### src/rtl/riscv_pkg.sv
// Shared definitions for the multicycle RISC-V control path.
// Contents: controller state enum, opcode constants, and the alu_control,
// alu_src_a/b and result_src encodings used by the controller and ALU decoder.
package riscv_pkg;

    typedef enum logic [3:0] {
        FETCH,
        DECODE,
        MEMADR,
        MEMREAD,
        MEMWB,
        MEMWRITE,
        EXECR,
        EXECI,
        ALUWB,
        BEQ,
        JAL,
        TRAP
    } state_t;

    // Opcodes (instruction bits 6:0)
    localparam logic [6:0] OP_LOAD  = 7'b0000011;
    localparam logic [6:0] OP_STORE = 7'b0100011;
    localparam logic [6:0] OP_RTYPE = 7'b0110011;
    localparam logic [6:0] OP_ITYPE = 7'b0010011;
    localparam logic [6:0] OP_BEQ   = 7'b1100011;
    localparam logic [6:0] OP_JAL   = 7'b1101111;

    // alu_control encodings
    localparam logic [2:0] ALU_ADD = 3'b000;
    localparam logic [2:0] ALU_SUB = 3'b001;
    localparam logic [2:0] ALU_AND = 3'b010;
    localparam logic [2:0] ALU_OR  = 3'b011;
    localparam logic [2:0] ALU_SLT = 3'b101;

    // alu_src_a encodings
    localparam logic [1:0] SRCA_PC    = 2'b00;
    localparam logic [1:0] SRCA_OLDPC = 2'b01;
    localparam logic [1:0] SRCA_RS1   = 2'b10;

    // alu_src_b encodings
    localparam logic [1:0] SRCB_RS2  = 2'b00;
    localparam logic [1:0] SRCB_IMM  = 2'b01;
    localparam logic [1:0] SRCB_FOUR = 2'b10;

    // result_src encodings
    localparam logic [1:0] RES_ALUOUT = 2'b00;
    localparam logic [1:0] RES_RDATA  = 2'b01;
    localparam logic [1:0] RES_ALURES = 2'b10;

endpackage

### src/rtl/alu_decoder.sv
// ALU operation decode from opcode/funct3/funct7b5.
// Ports: op, funct3, funct7b5 in; alu_control out. Purely combinational.
// Latency 0; no flow control.
module alu_decoder
    import riscv_pkg::*;
(
    input  logic [6:0] op,
    input  logic [2:0] funct3,
    input  logic       funct7b5,
    output logic [2:0] alu_control
);

    always_comb begin
        alu_control = ALU_ADD;
        case (funct3)
            // I-type has no subi, so funct7b5 only selects sub for R-type
            3'b000:  alu_control = (op == OP_RTYPE && funct7b5) ? ALU_SUB : ALU_ADD;
            3'b010:  alu_control = ALU_SLT;
            3'b110:  alu_control = ALU_OR;
            3'b111:  alu_control = ALU_AND;
            default: alu_control = ALU_ADD;
        endcase
    end

endmodule

### src/rtl/multicycle_controller.sv
// Multicycle RISC-V control FSM: sequences fetch/decode/execute/writeback and traps unknown opcodes.
// Latency: R/I 4, load 5, store 4, beq 3, jal 4 cycles plus memory wait states; mem_ready stalls FETCH/MEMREAD/MEMWRITE.
// Ports: clk, rst_n (async low, also gates all outputs to 0); instruction fields and zero/mem_ready in; datapath controls out.
// Optional: define RETIRE_CNT_EN to add a 32-bit wrapping retired-instruction counter output.
module multicycle_controller
    import riscv_pkg::*;
(
    input  logic        clk,
    input  logic        rst_n,
    input  logic [6:0]  op,
    input  logic [2:0]  funct3,
    input  logic        funct7b5,
    input  logic        zero,
    input  logic        mem_ready,
    output logic        mem_req,
    output logic        mem_write,
    output logic        ir_write,
    output logic        pc_write,
    output logic        adr_src,
    output logic        reg_write,
    output logic [1:0]  alu_src_a,
    output logic [1:0]  alu_src_b,
    output logic [1:0]  result_src,
    output logic [2:0]  alu_control,
    output logic        illegal
`ifdef RETIRE_CNT_EN
    ,
    output logic [31:0] retired
`endif
);

    state_t     state, state_n;
    logic [2:0] alu_dec;

    logic       mem_req_c, mem_write_c, ir_write_c, pc_write_c;
    logic       adr_src_c, reg_write_c, illegal_c;
    logic [1:0] alu_src_a_c, alu_src_b_c, result_src_c;
    logic [2:0] alu_control_c;

    alu_decoder u_alu_decoder (
        .op          (op),
        .funct3      (funct3),
        .funct7b5    (funct7b5),
        .alu_control (alu_dec)
    );

    always_ff @(posedge clk or negedge rst_n) begin
        if (!rst_n) state <= FETCH;
        else        state <= state_n;
    end

    always_comb begin
        state_n       = state;
        mem_req_c     = 1'b0;
        mem_write_c   = 1'b0;
        ir_write_c    = 1'b0;
        pc_write_c    = 1'b0;
        adr_src_c     = 1'b0;
        reg_write_c   = 1'b0;
        illegal_c     = 1'b0;
        alu_src_a_c   = SRCA_PC;
        alu_src_b_c   = SRCB_RS2;
        result_src_c  = RES_ALUOUT;
        alu_control_c = ALU_ADD;
        case (state)
            FETCH: begin
                mem_req_c   = 1'b1;
                alu_src_b_c = SRCB_FOUR;
                if (mem_ready) begin
                    ir_write_c = 1'b1;
                    pc_write_c = 1'b1;
                    state_n    = DECODE;
                end
            end
            DECODE: begin
                // Precompute branch target OldPC + imm while decoding
                alu_src_a_c = SRCA_OLDPC;
                alu_src_b_c = SRCB_IMM;
                case (op)
                    OP_LOAD, OP_STORE: state_n = MEMADR;
                    OP_RTYPE:          state_n = EXECR;
                    OP_ITYPE:          state_n = EXECI;
                    OP_BEQ:            state_n = BEQ;
                    OP_JAL:            state_n = JAL;
                    default:           state_n = TRAP;
                endcase
            end
            MEMADR: begin
                alu_src_a_c = SRCA_RS1;
                alu_src_b_c = SRCB_IMM;
                state_n     = (op == OP_LOAD) ? MEMREAD : MEMWRITE;
            end
            MEMREAD: begin
                mem_req_c = 1'b1;
                adr_src_c = 1'b1;
                if (mem_ready) state_n = MEMWB;
            end
            MEMWRITE: begin
                mem_req_c   = 1'b1;
                mem_write_c = 1'b1;
                adr_src_c   = 1'b1;
                if (mem_ready) state_n = FETCH;
            end
            MEMWB: begin
                result_src_c = RES_RDATA;
                reg_write_c  = 1'b1;
                state_n      = FETCH;
            end
            EXECR: begin
                alu_src_a_c   = SRCA_RS1;
                alu_src_b_c   = SRCB_RS2;
                alu_control_c = alu_dec;
                state_n       = ALUWB;
            end
            EXECI: begin
                alu_src_a_c   = SRCA_RS1;
                alu_src_b_c   = SRCB_IMM;
                alu_control_c = alu_dec;
                state_n       = ALUWB;
            end
            ALUWB: begin
                reg_write_c = 1'b1;
                state_n     = FETCH;
            end
            BEQ: begin
                alu_src_a_c   = SRCA_RS1;
                alu_src_b_c   = SRCB_RS2;
                alu_control_c = ALU_SUB;
                // ALUOut holds the target computed in DECODE
                pc_write_c    = zero;
                state_n       = FETCH;
            end
            JAL: begin
                // OldPC + 4 is the link value written back in ALUWB
                alu_src_a_c = SRCA_OLDPC;
                alu_src_b_c = SRCB_FOUR;
                pc_write_c  = 1'b1;
                state_n     = ALUWB;
            end
            TRAP: begin
                illegal_c = 1'b1;
            end
            default: state_n = FETCH;
        endcase
    end

    // Reset gates every output combinationally so an in-flight write drops at once
    assign mem_req     = rst_n & mem_req_c;
    assign mem_write   = rst_n & mem_write_c;
    assign ir_write    = rst_n & ir_write_c;
    assign pc_write    = rst_n & pc_write_c;
    assign adr_src     = rst_n & adr_src_c;
    assign reg_write   = rst_n & reg_write_c;
    assign illegal     = rst_n & illegal_c;
    assign alu_src_a   = rst_n ? alu_src_a_c   : 2'b00;
    assign alu_src_b   = rst_n ? alu_src_b_c   : 2'b00;
    assign result_src  = rst_n ? result_src_c  : 2'b00;
    assign alu_control = rst_n ? alu_control_c : 3'b000;

`ifdef RETIRE_CNT_EN
    logic [31:0] retired_q;
    logic        retire;

    // Every completing instruction is the only path back into FETCH
    assign retire = (state_n == FETCH) && (state != FETCH);

    always_ff @(posedge clk or negedge rst_n) begin
        if (!rst_n)      retired_q <= 32'd0;
        else if (retire) retired_q <= retired_q + 32'd1;
    end

    assign retired = retired_q;
`endif

endmodule
### config.mk
export PLATFORM = sky130hd
export DESIGN_NAME = multicycle_controller
export DESIGN_NICKNAME = d
export VERILOG_FILES = /design/src/rtl/riscv_pkg.sv /design/src/rtl/alu_decoder.sv /design/src/rtl/multicycle_controller.sv
export SDC_FILE = /design/constraint.sdc
export NUM_CORES = 1
export LEC_CHECK = 0
export BUFFER_PORTS_ARGS = -buffer_cell sky130_fd_sc_hd__buf_2
export CAP_MARGIN = 20
export CELL_PAD_IN_SITES_DETAIL_PLACEMENT = 2
export CELL_PAD_IN_SITES_GLOBAL_PLACEMENT = 2
export CORE_ASPECT_RATIO = 1.1
export CORE_UTILIZATION = 21
export CTS_CLUSTER_DIAMETER = 30
export DETAILED_ROUTE_END_ITERATION = 8
export PLACE_DENSITY_LB_ADDON = 0.1
export SLEW_MARGIN = 20
export SYNTH_ARGS = -nofsm -noshare
export SYNTH_HDL_FRONTEND = slang
export SYNTH_SLANG_ARGS = --single-unit
### constraint.sdc
create_clock -name clk -period 1.85 [get_ports clk]
set_input_delay 0.37 -clock clk [delete_from_list [all_inputs] [get_ports clk]]
set_output_delay 0.37 -clock clk [all_outputs]
set_load 0.03 [all_outputs]
# == Yosys cells after proc, flatten, opt, wreduce, memory -nomap -nowiden ==
# Cells that the tools add are included.
# op_classes
eq_ne,23
muxes,24
n_bitwise,8
reduce_logical,14
# op_table
cell,count
4-bit one-hot mux with 7 select lines,1
4-bit one-hot mux with 5 select lines,1
"4-bit by 3-bit == test with 1-bit output, second input constant",4
"4-bit == test, second input constant",4
"7-bit by 6-bit == test with 1-bit output, second input constant",2
"7-bit == test, second input constant",2
4-bit two-way mux,3
3-bit one-hot mux with 4 select lines,1
2-bit OR reduction,6
1-bit two-way mux,9
3-bit OR reduction,3
"4-bit by 2-bit == test with 1-bit output, second input constant",2
2-bit one-hot mux with 2 select lines,2
1-bit AND,7
"7-bit by 2-bit == test with 1-bit output, second input constant",1
"7-bit by 5-bit == test with 1-bit output, second input constant",1
"3-bit == test, second input constant",2
2-bit two-way mux,3
3-bit two-way mux,2
"2-bit inequality test, second input constant",3
3-bit one-hot mux with 2 select lines,1
"4-bit by 1-bit == test with 1-bit output, second input constant",1
4-bit zero test,1
4-bit AND reduction,1
other kinds (6),6
# totals
ff_bits,4

# == Logic depth before layout (Yosys ltp) ==
# logic_depth
ltp_word,6
depth_mapped,5
depth_no_buf,4

# == Cells and area by module ==
# From an unflattened synthesis, not the netlist that was laid out.
# hier_totals
cells_unflattened,93
area_unflattened_um2,686.9
# modules_own_cells
mod,n_inst,cells_per_inst,area_per_inst_um2,seq_area_each_um2
multicycle_controller,1,87,634.4,100.1
alu_decoder,1,6,52.6,0.0

# == Least setup slack after synthesis ==
# OpenSTA, ideal clock, no wires.
# synth_timing
kind,flip-flop to output port
from,register state[3]
to,output alu_control[2]
arrival_ns,1.772
slack_ns,-0.292
stages_incl_launch_ff,4
cell_sequence,dfrtp_1 -> buf_4 -> nand2b_1 -> nor4_1
# synth_between
elab_chain_len,4
word_cells_on_any_way,6
# synth_lines
item,line_no,text
start: declaration,multicycle_controller.sv:32,"state_t state, state_n;"
start signal: assignment,multicycle_controller.sv:49,else state <= state_n;
4-bit by 3-bit == test with 1-bit output,multicycle_controller.sv:65,case (state)
2-bit OR reduction (no line),-,
3-bit one-hot mux with 2 select lines *,multicycle_controller.sv:65,
3-bit two-way mux *,multicycle_controller.sv:158,assign alu_control = rst_n ? alu_control_c : 3'b000;
end: declaration,multicycle_controller.sv:24,"output logic [2:0] alu_control,"
# Every way passes the cells marked *; elsewhere a longest branch is shown, timed or not.

# == Final worst setup path ==
# layout_timing
from,register state[3]
to,output alu_control[0]
# The elaborated chain is that of the path after synthesis.

==> qor.csv <==
metric;value;unit
gr-total-overflow;0;
syn_to_final_growth;74.1;%
yosys-top-cells-area;dfrtp_1 (17%), nor2_1 (9.6%), nor3_1 (7.7%);
port_buffers;29;
clock_sinks;4;
vias;848;
wl;2.64;mm
ys_types;36;
startpoint;state[3]$_DFFE_PN0P_;
antenna_found_initial;0;
ys_ff_latch;4;
cpMaxStageDelayCell;dfrtp_2;
max_clock_freq;0.538;GHz
worst_setup_path_start_kind;flip-flop;
core;2570;µm²
cell_internal_pwr;0.000819;W
finalSetupTns;-0.00767;ns
synth_edf_count;0;
rr_startpoint;state[3]$_DFFE_PN0P_;
grt_pass1_wl;3.88;mm
boundaryPins;31;
switching_power;0.000913;W
die-area;3000;µm²
grt_pass1_vias;859;
crit_path_max_fanout;7;
final_nets;147;
skew;0.00222;ns
ant_nets;0;
path_clk_slew;0.04;ns
synth_area_per_cell;6.73;µm²
cts_root_buffer;clkbuf_4;
hold_viol;0;
period_minus_slack;1.86;ns
grt_max_degree;11;
leakage;0.467;nW
combPwrFrac;80.7;%
synth_top_area_share;17.1;%
n_fill_cell;312;
reg_top3;state: 4 flops;
async_reset_ff_share;100;%
end_kind;output pin;
synth_warnings;0;
power;0.00173;W
setup_viol;1;
fin_ws;-0.00767;ns
synth_ff_type;dfrtp_1;
yosysSeqAreaShare;17.1;%
numCtsBuffers;3;
fin_crit_sh;100;%
clock_path_buffers;2;
fin_area;1020;µm²
initial_core_util;22.8;%
grt_setup_unrepaired;true;
dpl.hpwl;1.93;mm
gp_congestion;0.745;
largest_reg_flops;4;
regMostFlops;state;
synth.cell_area;586;µm²
p_sw_share;52.7;%
detailed_place.area;832;µm²
drc;0;
drtIter0Drc;6;
min_path_type;input port to asynchronous set/reset pin;
ctsHtreeMaxLevel;1;
status;finished with violations;
drive_above_1_share;56.2;%
peakVddDrop;0.764;mV
synth_cells;87;
arrival;1.49;ns
clock_latency;0.23;ns
die_h;57.4;µm
synth_largest_area_cell;dfrtp_1;
clkPwrFrac;6.2;%
setup.worst_path.class;flip-flop to output pin;
critPathTopFamily;flip-flops;
path_buf_inv;1;
dr.pass1.iters;4;
path_cells;and2b_1 -> nor3b_4 -> o31a_1 -> buf_6;
wl_per_cell;16.4;µm
cts_tree;yes;
vias_per_cell;5.27;
power_density;1700;nW/µm²
synth_fp_nets;102;
violations;negative setup slack;
cpPeakStageDelay;0.46;ns
placementRows;19;
cap_violations;0;
final_cell_mix;buf_2 (20), buf_4 (20), nor2_1 (14);
track_usage;17.3;%
maxSlewViolCount;0;
die_w;52.3;µm
antennaDiodeCount;0;
crit_required;1.48;ns
seq_power_share;13.1;%
-- synthesized netlist by cell type, drive strengths merged (2+ instances only) --
library cell  number
a21oi              6
and3               2
and4               2
buf                5
dfrtp              4
inv                5
nand2              6
nand2b             4
nand3              2
nor2              15
nor2b              3
nor3              10
nor4               2
o21ai              3
xor2               2
-- final timing paths --
check                                             to  slack [ns]  cells after the start
worst max-delay path                  alu_control[0]      -0.008                      4
worst min-delay path            state[1]$_DFFE_PN0P_        0.18                      2
worst max register to register  state[1]$_DFFE_PN0P_        0.43                      5
worst min register to register  state[1]$_DFFE_PN0P_        0.78                      3
max in group asynchronous       state[0]$_DFFE_PN0P_        1.56                      2
min in group clk                state[1]$_DFFE_PN0P_        0.44                      2
-- area by class of cell --
| type | count | area, µm² | share of cell area (%) |
|---|---|---|---|
| multi-input combinational | 73 | 533 | 52.3 |
| timing repair buffer | 45 | 299 | 29.3 |
| sequential | 4 | 104 | 10.2 |
| tap | 31 | 38.8 | 3.80 |
| clock buffer | 3 | 22.5 | 2.21 |
| inverter | 5 | 22.5 | 2.21 |
-- repair_timing --
action / in CTS / in global routing
hold buffers: 0 / 0
buffers inserted: 1 / 4
pin swaps: 2 / 1
setup endpoints to repair: 14 / 13
hold endpoints to repair: 0 / 0
resized for setup: 15 / 23
-- power groups by stage --
stage	clock [W]	sequential (W)	combinational (W)
global route	0.000119	0.000238	0.00151
finish	0.000108	0.000227	0.00140
detailed placement	0	0.000221	0.00109
CTS	0.000113	0.000222	0.00118
floorplan	0	0.000168	0.000744
global placement	0	0.000222	0.00106
-- stage by stage --
step / std cells / hold WS (ns) / setup slack [ns] / util [%]
2_1_floorplan: 87 / 0.0744 / -0.0449 / -
3_3_place_gp: 153 / 0.374 / 0.0863 / 32.4
3_5_place_dp: 153 / 0.373 / 0.0654 / 32.4
4_1_cts: 157 / 0.133 / -0.00210 / 35.4
5_1_grt: 161 / 0.185 / -0.0948 / 39.7
6_report: 161 / 0.180 / -0.00767 / 39.7
-- kinds of logic (layout without fill, tap and decap cells) --
| group | after synthesis | in the layout | share of synthesized area [%] |
|---|---|---|---|
| AND/OR/NAND/NOR | 51 | 51 | 47.6 |
| AO/OA/AOI/OAI | 19 | 19 | 22.9 |
| buffers and inverters | 10 | 53 | 8.76 |
| flip-flops | 4 | 4 | 17.1 |
| XOR/XNOR | 2 | 2 | 2.99 |
| other | 1 | 1 | 0.640 |
-- layer usage --
layer,up-vias,global-route usage (%),part of all wire (%)
li1,398,-,-
met2,21,32.0,55
met3,2,2.40,2.4
met4,0,3.38,0.27
met5,-,0,0
met1,427,20.6,42
Note: power is estimated with default switching activity, not from simulation.
